File: src/rtl/gcd_arbiter_if.sv
// Requester and gcd-engine signal bundle for gcd_arbiter.
// slave = arbiter side, master = requesters plus engine side.
interface gcd_arbiter_if #(
  parameter int unsigned N_REQ = 4
);
  localparam int unsigned IW = $clog2(N_REQ);

  logic [N_REQ-1:0]   req;
  logic [8*N_REQ-1:0] u_in;
  logic [8*N_REQ-1:0] v_in;
  logic [N_REQ-1:0]   ack;
  logic [7:0]         res_out;
  logic               err;
  logic               busy;
  logic [IW-1:0]      grant_id;
  logic               gcd_ld;
  logic [7:0]         gcd_u;
  logic [7:0]         gcd_v;
  logic               gcd_done;
  logic [7:0]         gcd_res;

  modport slave (
    input  req, u_in, v_in, gcd_done, gcd_res,
    output ack, res_out, err, busy, grant_id, gcd_ld, gcd_u, gcd_v
  );

  modport master (
    output req, u_in, v_in, gcd_done, gcd_res,
    input  ack, res_out, err, busy, grant_id, gcd_ld, gcd_u, gcd_v
  );
endinterface

File: src/rtl/gcd_arbiter.sv
// Round-robin arbiter/sequencer sharing one gcd engine among N_REQ requesters.
// Optional WAIT watchdog enabled by defining GCD_ARB_WATCHDOG_EN.
module gcd_arbiter #(
  parameter int unsigned N_REQ     = 4,
  parameter int unsigned WD_CYCLES = 64
) (
  input  logic         clk,
  input  logic         resetb,
  gcd_arbiter_if.slave bus
);
  localparam int unsigned IW  = $clog2(N_REQ);
  localparam int unsigned DW  = 8;
  localparam int unsigned WDW = 7;

  if (N_REQ < 2 || N_REQ > 8 || WD_CYCLES < 1 || WD_CYCLES > 128) begin : g_bad_cfg
    $error("gcd_arbiter: N_REQ must be 2..8 and WD_CYCLES 1..128");
  end

  typedef enum logic [1:0] {S_IDLE, S_LOAD, S_WAIT, S_RESP} state_e;

  state_e            state_q, state_d;
  logic [IW-1:0]     rr_ptr_q, rr_ptr_d;
  logic [IW-1:0]     grant_id_q, grant_id_d;
  logic [DW-1:0]     gcd_u_q, gcd_u_d;
  logic [DW-1:0]     gcd_v_q, gcd_v_d;
  logic [DW-1:0]     result_q, result_d;
  logic [N_REQ-1:0]  ack_q, ack_d;
  logic [DW-1:0]     res_out_q, res_out_d;
  logic              err_q, err_d;
  logic              busy_q, busy_d;
  logic              gcd_ld_q, gcd_ld_d;
`ifdef GCD_ARB_WATCHDOG_EN
  logic [WDW-1:0]    wd_cnt_q, wd_cnt_d;
  logic              wd_err_c;
`endif

  logic [DW-1:0]     u_arr [N_REQ];
  logic [DW-1:0]     v_arr [N_REQ];
  logic              hit_c;
  logic [IW-1:0]     hit_idx_c;
  logic [IW:0]       scan_sum;
  logic [IW-1:0]     scan_idx;

  for (genvar i = 0; i < N_REQ; i++) begin : g_op
    assign u_arr[i] = bus.u_in[DW*i +: DW];
    assign v_arr[i] = bus.v_in[DW*i +: DW];
  end

  // First pending request at or after rr_ptr, wrapping modulo N_REQ.
  always_comb begin : p_scan
    hit_c     = 1'b0;
    hit_idx_c = '0;
    scan_sum  = '0;
    scan_idx  = '0;
    for (int unsigned off = 0; off < N_REQ; off++) begin
      scan_sum = (IW+1)'(rr_ptr_q) + (IW+1)'(off);
      if (scan_sum >= (IW+1)'(N_REQ)) begin
        scan_sum = scan_sum - (IW+1)'(N_REQ);
      end
      scan_idx = IW'(scan_sum);
      if (!hit_c && bus.req[scan_idx]) begin
        hit_c     = 1'b1;
        hit_idx_c = scan_idx;
      end
    end
  end

  // Next-state and registered-output computation.
  always_comb begin : p_next
    state_d    = state_q;
    rr_ptr_d   = rr_ptr_q;
    grant_id_d = grant_id_q;
    gcd_u_d    = gcd_u_q;
    gcd_v_d    = gcd_v_q;
    result_d   = result_q;
`ifdef GCD_ARB_WATCHDOG_EN
    wd_cnt_d   = wd_cnt_q;
    wd_err_c   = 1'b0;
`endif

    case (state_q)
      S_IDLE: begin
        if (hit_c) begin
          grant_id_d = hit_idx_c;
          rr_ptr_d   = (hit_idx_c == IW'(N_REQ - 1)) ? '0 : hit_idx_c + IW'(1);
          gcd_u_d    = u_arr[hit_idx_c];
          gcd_v_d    = v_arr[hit_idx_c];
          // The engine never finishes on a zero operand, so answer it here.
          if (u_arr[hit_idx_c] == '0 || v_arr[hit_idx_c] == '0) begin
            result_d = u_arr[hit_idx_c] | v_arr[hit_idx_c];
            state_d  = S_RESP;
          end else begin
            state_d  = S_LOAD;
          end
        end
      end
      S_LOAD: begin
`ifdef GCD_ARB_WATCHDOG_EN
        wd_cnt_d = '0;
`endif
        state_d = S_WAIT;
      end
      S_WAIT: begin
        if (bus.gcd_done) begin
          result_d = bus.gcd_res;
          state_d  = S_RESP;
        end
`ifdef GCD_ARB_WATCHDOG_EN
        else if (wd_cnt_q == WDW'(WD_CYCLES - 1)) begin
          result_d = '0;
          wd_err_c = 1'b1;
          state_d  = S_RESP;
        end else begin
          wd_cnt_d = wd_cnt_q + WDW'(1);
        end
`endif
      end
      S_RESP:  state_d = S_IDLE;
      default: state_d = S_IDLE;
    endcase

    busy_d    = (state_d != S_IDLE);
    gcd_ld_d  = (state_d == S_LOAD);
    ack_d     = '0;
    res_out_d = '0;
    if (state_d == S_RESP) begin
      ack_d[grant_id_d] = 1'b1;
      res_out_d         = result_d;
    end
`ifdef GCD_ARB_WATCHDOG_EN
    err_d = (state_d == S_RESP) && wd_err_c;
`else
    err_d = 1'b0;
`endif
  end

  always_ff @(posedge clk or negedge resetb) begin : p_regs
    if (!resetb) begin
      state_q    <= S_IDLE;
      rr_ptr_q   <= '0;
      grant_id_q <= '0;
      gcd_u_q    <= '0;
      gcd_v_q    <= '0;
      result_q   <= '0;
      ack_q      <= '0;
      res_out_q  <= '0;
      err_q      <= 1'b0;
      busy_q     <= 1'b0;
      gcd_ld_q   <= 1'b0;
    end else begin
      state_q    <= state_d;
      rr_ptr_q   <= rr_ptr_d;
      grant_id_q <= grant_id_d;
      gcd_u_q    <= gcd_u_d;
      gcd_v_q    <= gcd_v_d;
      result_q   <= result_d;
      ack_q      <= ack_d;
      res_out_q  <= res_out_d;
      err_q      <= err_d;
      busy_q     <= busy_d;
      gcd_ld_q   <= gcd_ld_d;
    end
  end

`ifdef GCD_ARB_WATCHDOG_EN
  always_ff @(posedge clk or negedge resetb) begin : p_wd
    if (!resetb) begin
      wd_cnt_q <= '0;
    end else begin
      wd_cnt_q <= wd_cnt_d;
    end
  end
`endif

  assign bus.ack      = ack_q;
  assign bus.res_out  = res_out_q;
  assign bus.err      = err_q;
  assign bus.busy     = busy_q;
  assign bus.grant_id = grant_id_q;
  assign bus.gcd_ld   = gcd_ld_q;
  assign bus.gcd_u    = gcd_u_q;
  assign bus.gcd_v    = gcd_v_q;
endmodule

File: src/flat_wrapper.sv
// flat-port wrapper written by rule: the top's interface ports become plain ports
module gcd_arbiter_flat 
#(
  parameter int unsigned N_REQ     = 4,
  parameter int unsigned WD_CYCLES = 64
)
  (clk, resetb, bus_req, bus_u_in, bus_v_in, bus_gcd_done, bus_gcd_res, bus_ack, bus_res_out, bus_err, bus_busy, bus_grant_id, bus_gcd_ld, bus_gcd_u, bus_gcd_v);
  gcd_arbiter_if #(.N_REQ(N_REQ)) bus_i ();
  input  logic clk;
  input  logic resetb;
  input wire logic [$bits(bus_i.req)-1:0] bus_req;
  input wire logic [$bits(bus_i.u_in)-1:0] bus_u_in;
  input wire logic [$bits(bus_i.v_in)-1:0] bus_v_in;
  input wire logic [$bits(bus_i.gcd_done)-1:0] bus_gcd_done;
  input wire logic [$bits(bus_i.gcd_res)-1:0] bus_gcd_res;
  output wire logic [$bits(bus_i.ack)-1:0] bus_ack;
  output wire logic [$bits(bus_i.res_out)-1:0] bus_res_out;
  output wire logic [$bits(bus_i.err)-1:0] bus_err;
  output wire logic [$bits(bus_i.busy)-1:0] bus_busy;
  output wire logic [$bits(bus_i.grant_id)-1:0] bus_grant_id;
  output wire logic [$bits(bus_i.gcd_ld)-1:0] bus_gcd_ld;
  output wire logic [$bits(bus_i.gcd_u)-1:0] bus_gcd_u;
  output wire logic [$bits(bus_i.gcd_v)-1:0] bus_gcd_v;
  assign bus_i.req = bus_req;
  assign bus_i.u_in = bus_u_in;
  assign bus_i.v_in = bus_v_in;
  assign bus_i.gcd_done = bus_gcd_done;
  assign bus_i.gcd_res = bus_gcd_res;
  assign bus_ack = bus_i.ack;
  assign bus_res_out = bus_i.res_out;
  assign bus_err = bus_i.err;
  assign bus_busy = bus_i.busy;
  assign bus_grant_id = bus_i.grant_id;
  assign bus_gcd_ld = bus_i.gcd_ld;
  assign bus_gcd_u = bus_i.gcd_u;
  assign bus_gcd_v = bus_i.gcd_v;
  gcd_arbiter #(.N_REQ(N_REQ), .WD_CYCLES(WD_CYCLES)) u_core (.clk(clk), .resetb(resetb), .bus(bus_i));
endmodule
File: config.mk
export PLATFORM = sky130hd
export DESIGN_NAME = gcd_arbiter_flat
export DESIGN_NICKNAME = d
export VERILOG_FILES = /design/src/rtl/gcd_arbiter_if.sv /design/src/rtl/gcd_arbiter.sv /design/src/flat_wrapper.sv
export SDC_FILE = /design/constraint.sdc
export NUM_CORES = 1
export LEC_CHECK = 0
export CAP_MARGIN = 15
export CORE_UTILIZATION = 43
export CTS_BUF_LIST = sky130_fd_sc_hd__clkbuf_4
export CTS_CLUSTER_DIAMETER = 60
export DETAILED_ROUTE_END_ITERATION = 8
export PLACE_DENSITY = 0.86
export SLEW_MARGIN = 10
export SYNTH_ARGS = -nofsm -noshare
export SYNTH_HDL_FRONTEND = slang
export SYNTH_SLANG_ARGS = --single-unit
File: constraint.sdc
create_clock -name clk -period 2.9 [get_ports clk]
set_clock_uncertainty 0.2 [all_clocks]
set_input_delay 0.725 -clock clk [delete_from_list [all_inputs] [get_ports clk]]
set_output_delay 0.725 -clock clk [all_outputs]
set_load 0.01 [all_outputs]
==> summary.json <==
{
  "status": {"value": "finished clean"},
  "post_layout_nonfiller_instances": {"value": 480},
  "drt_iter0_drc": {"value": 188},
  "core.rowCount": {"value": 27},
  "mappedNetlistNets": {"value": 336},
  "post_synth_mux_area_share": {"value": 22.22, "unit": "%"},
  "static-leakage-power": {"value": 1.910, "unit": "nW"},
  "power.switching_fraction": {"value": 39.14, "unit": "%"},
  "fraction_of_layout_instances_using_a_drive_strength_above_1": {"value": 25.25, "unit": "%"},
  "cts_htree_levels": {"value": 2},
  "synth.lib_cells_used.distinct": {"value": 32},
  "path_class": {"value": "reg -> reg"},
  "post-route-worst-setup-slack": {"value": 14.70, "unit": "ps"},
  "cts-root-to-sink-buffers": {"value": 2},
  "holdCritPathClass": {"value": "in -> async"},
  "grt_util_all_layers": {"value": 26.41, "unit": "%"},
  "synth.ff_latch_count": {"value": 44},
  "crit_path_start_kind": {"value": "flop"},
  "cts_num_sinks": {"value": 44},
  "dieArea": {"value": 6176, "unit": "um^2"},
  "worst-path-stages": {"value": 13},
  "crit_start": {"value": "u_core.rr_ptr_q[1]"},
  "synth.cell_area": {"value": 2522, "unit": "um^2"},
  "tritoncts": {"value": "built"},
  "drtPass1Iterations": {"value": 4},
  "yosys.area_share.adder": {"value": 0, "unit": "%"},
  "synth-edff-count": {"value": 0},
  "globalplace.congestion": {"value": 0.8177},
  "number_of_cts_inserted_buffers": {"value": 5},
  "design.core.area": {"value": 5574, "unit": "um^2"},
  "grt-ovfl-total": {"value": 0},
  "reg2reg_setup_slack": {"value": 10, "unit": "ps"},
  "cts.root.buffer_cell": {"value": "clkbuf_4"},
  "timing.max_cap.violations": {"value": 0},
  "fin_crit": {"value": 2885, "unit": "ps"},
  "chip_width": {"value": 78.59, "unit": "um"},
  "final-hold-violation-count": {"value": 0},
  "worstPathCellList": {"value": "mux2i_2, o2bb2ai_4, nor2_8, buf_12, buf_16, mux2i_1, mux2_2, nand4_1, nor2_2, nor2_2, buf_6, o211ai_1, nand2_1"},
  "cell_internal_pwr": {"value": 2.313, "unit": "mW"},
  "n_antenna_cell": {"value": 0},
  "crit_arrival": {"value": 2950, "unit": "ps"},
  "rr_worst_depth": {"value": 13},
  "total_wire_length_after_detailed_routing": {"value": 8.501, "unit": "mm"},
  "crit_path_max_incr_delay": {"value": 490, "unit": "ps"},
  "vias": {"value": 2619},
  "cp_max_fo": {"value": 7},
  "first_global_vias": {"value": 2650},
  "synthesis.area_per_instance": {"value": 9.815, "unit": "um^2"},
  "rr_endpoint": {"value": "u_core.result_q[3]"},
  "worstReg2RegStart": {"value": "u_core.rr_ptr_q[1]"},
  "pwr-share-clk": {"value": 10.3, "unit": "%"},
  "seq_power_share": {"value": 28.4, "unit": "%"},
  "worst_setup_path_endpoint": {"value": "u_core.result_q[3]"},
  "largest_family_of_logic_cells_by_synthesized_area": {"value": "multiplexers"},
  "drt-wirelength-per-cell": {"value": 17.71, "unit": "um"},
  "post-place-ws": {"value": -711.0, "unit": "ps"},
  "finish_stage_setup_viols": {"value": 0},
  "worst_hold_slack": {"value": 6.451, "unit": "ps"},
  "worstSetupEndpointType": {"value": "flop"},
  "boundaryPins": {"value": 112},
  "initial_antenna_violation_count": {"value": 0},
  "fraction_of_the_mapped_netlist_area_in_compound_gates": {"value": 16.37, "unit": "%"},
  "yosysSeqAreaShare": {"value": 43.65, "unit": "%"},
  "initial_core_util": {"value": 45.25, "unit": "%"},
  "remaining_antenna_violation_count": {"value": 0},
  "port-buffer-count": {"value": 110},
  "asyncSetResetFlopFracSynth": {"value": 100.0, "unit": "%"},
  "setup_repair_after_global_routing_missed_its_margin": {"value": "true"},
  "maxClockFrequency": {"value": 0.3466, "unit": "GHz"},
  "synthCells": {"value": 257},
  "worst_setup_hold_path_clk_slew": {"value": 140, "unit": "ps"},
  "worst-path-buf-inv": {"value": 3},
  "synth-xor-area-share": {"value": 0.3472, "unit": "%"},
  "detail_route.drc_violations": {"value": 0},
  "main_flop_type_after_synthesis": {"value": "dfrtp_1"},
  "layout-area-overhead-vs-synth": {"value": 70.19, "unit": "%"},
  "critical-path-top-cell-by-count": {"value": "nor2_2"},
  "grt_max_degree": {"value": 47},
  "fin_crit_sh": {"value": 99.49, "unit": "%"},
  "chipHeight": {"value": 78.59, "unit": "um"},
  "grt_pass1_wl": {"value": 12.53, "unit": "mm"},
  "netSwitchingPower": {"value": 1.488, "unit": "mW"},
  "cts.hold.buffers_added": {"value": 0},
  "crit_family": {"value": "simple AND/OR/NAND/NOR gates"},
  "yosys.area_share.simple": {"value": 12.45, "unit": "%"},
  "power_share_of_the_combinational_group": {"value": 61.3, "unit": "%"},
  "dp_cells": {"value": 460},
  "route.detailed.vias_per_inst": {"value": 5.456},
  "dp.final_hpwl": {"value": 5.769, "unit": "mm"},
  "ys_warn_count": {"value": 0},
  "final_max_slew_viol_count": {"value": 0},
  "timing.setup.tns": {"value": 0, "unit": "ps"},
  "vdd_drop_max": {"value": 0.5346, "unit": "mV"},
  "power_density": {"value": 885.4, "unit": "nW/um^2"},
  "cp_slowest_cell": {"value": "dfrtp_2"},
  "num-nets-final": {"value": 486},
  "worst_skew_pair.late_latency": {"value": 370, "unit": "ps"},
  "timing.critical_path.required": {"value": 2960, "unit": "ps"}
}
## final cells by class
class	count	area, um^2
multi-input cells	193	1455
clock inverters	3	42.54
fillers	353	1281
flip-flops and latches	44	1104
repair buffers	159	1549
well taps	72	90.09
inverters	4	15.01
clock buffers	5	37.54
## logic make-up (layout without fill, tap and decap cells)
kind of cell | after synthesis | after routing
compound gates | 69 | 69
xor+xnor | 1 | 1
buf+inv | 21 | 171
flops | 44 | 44
mux | 54 | 54
other cells | 1 | 1
simple gates | 67 | 68
## synth_stat cells (2+ instances only)
master,count,area [um^2]
a22oi_1,8,60.06
nand4_1,4,25.02
dfrtp_1,44,1101
o21ai_0,21,105.1
nand2b_1,2,12.51
a22o_1,3,26.28
o211ai_1,4,30.03
buf_6,4,45.04
inv_1,4,15.01
a21oi_1,26,130.1
nor3_1,5,25.02
a21o_1,2,15.01
buf_4,3,22.52
nor4_1,2,12.51
nand2_1,36,135.1
clkbuf_1,9,33.78
and2_1,5,31.28
mux2_2,16,180.2
nor2_1,9,33.78
mux2i_1,38,380.4
## timing repair
action                     CTS  global route
buffers inserted             6             4
pin swaps                    7            10
setup endpoints to repair   23            23
resized for setup           22            25
cloned                       2             0
## sequential cells by signal, indices dropped and copies added (netlist names)
signal and cells:
u_core.result_q 8, u_core.bus.grant_id 2, u_core.bus.ack 4, u_core.bus.gcd_ld 1
u_core.bus.gcd_u 8, u_core.rr_ptr_q 2, u_core.bus.gcd_v 8, u_core.bus.res_out 8
u_core.state_q 2, u_core.bus.busy 1
## power by group through the flow
stage	clock network (mW)	logic, mW	registers, mW
after CTS	0.391	2.16	1.07
after global routing	0.420	2.50	1.11
final	0.391	2.33	1.08
after global placement	0	1.94	1.06
after floorplan	0	1.05	1.09
after detailed placement	0	2.00	1.07
## layout by cell type, fill, tap and decap left out, types with 7 or more instances in the layout
cell / n
a21oi_1: 21
clkdlybuf4s50_1: 105
a22oi_1: 8
mux2i_1: 31
nor2_1: 7
nand2_1: 36
buf_4: 39
dfrtp_1: 42
o21ai_0: 21
mux2_2: 10
## through the flow
step	util, %	instance area (um^2)	power [mW]
global placement	70.42	3925	3.004
CTS	74.77	4168	3.622
global route	77.01	4293	4.029
floorplan	-	2522	2.139
detailed placement	70.42	3925	3.072
finish	77.01	4293	3.801
## how the worst min path moves through the flow
| stage | to | slack (ps) |
|---|---|---|
| finish | u_core.bus.busy | 6 |
| global route | u_core.bus.gcd_ld | 10 |
| CTS | u_core.result_q[1] | 10 |
| detailed placement | u_core.bus.gcd_v[5] | 270 |
| global placement | u_core.bus.gcd_v[4] | 260 |
| floorplan | u_core.bus.ack[0] | 230 |
## routing by layer
metal  wire length, um  vias to the layer above  global-route usage [%]
met1              3322                     1258                   30.68
met5                 0                        -                       0
met4               179                        0                   6.852
li1                  -                     1217                       -
met2              4321                      125                   48.35
met3               677                       19                   6.047
(Power assumes the default switching activity.)
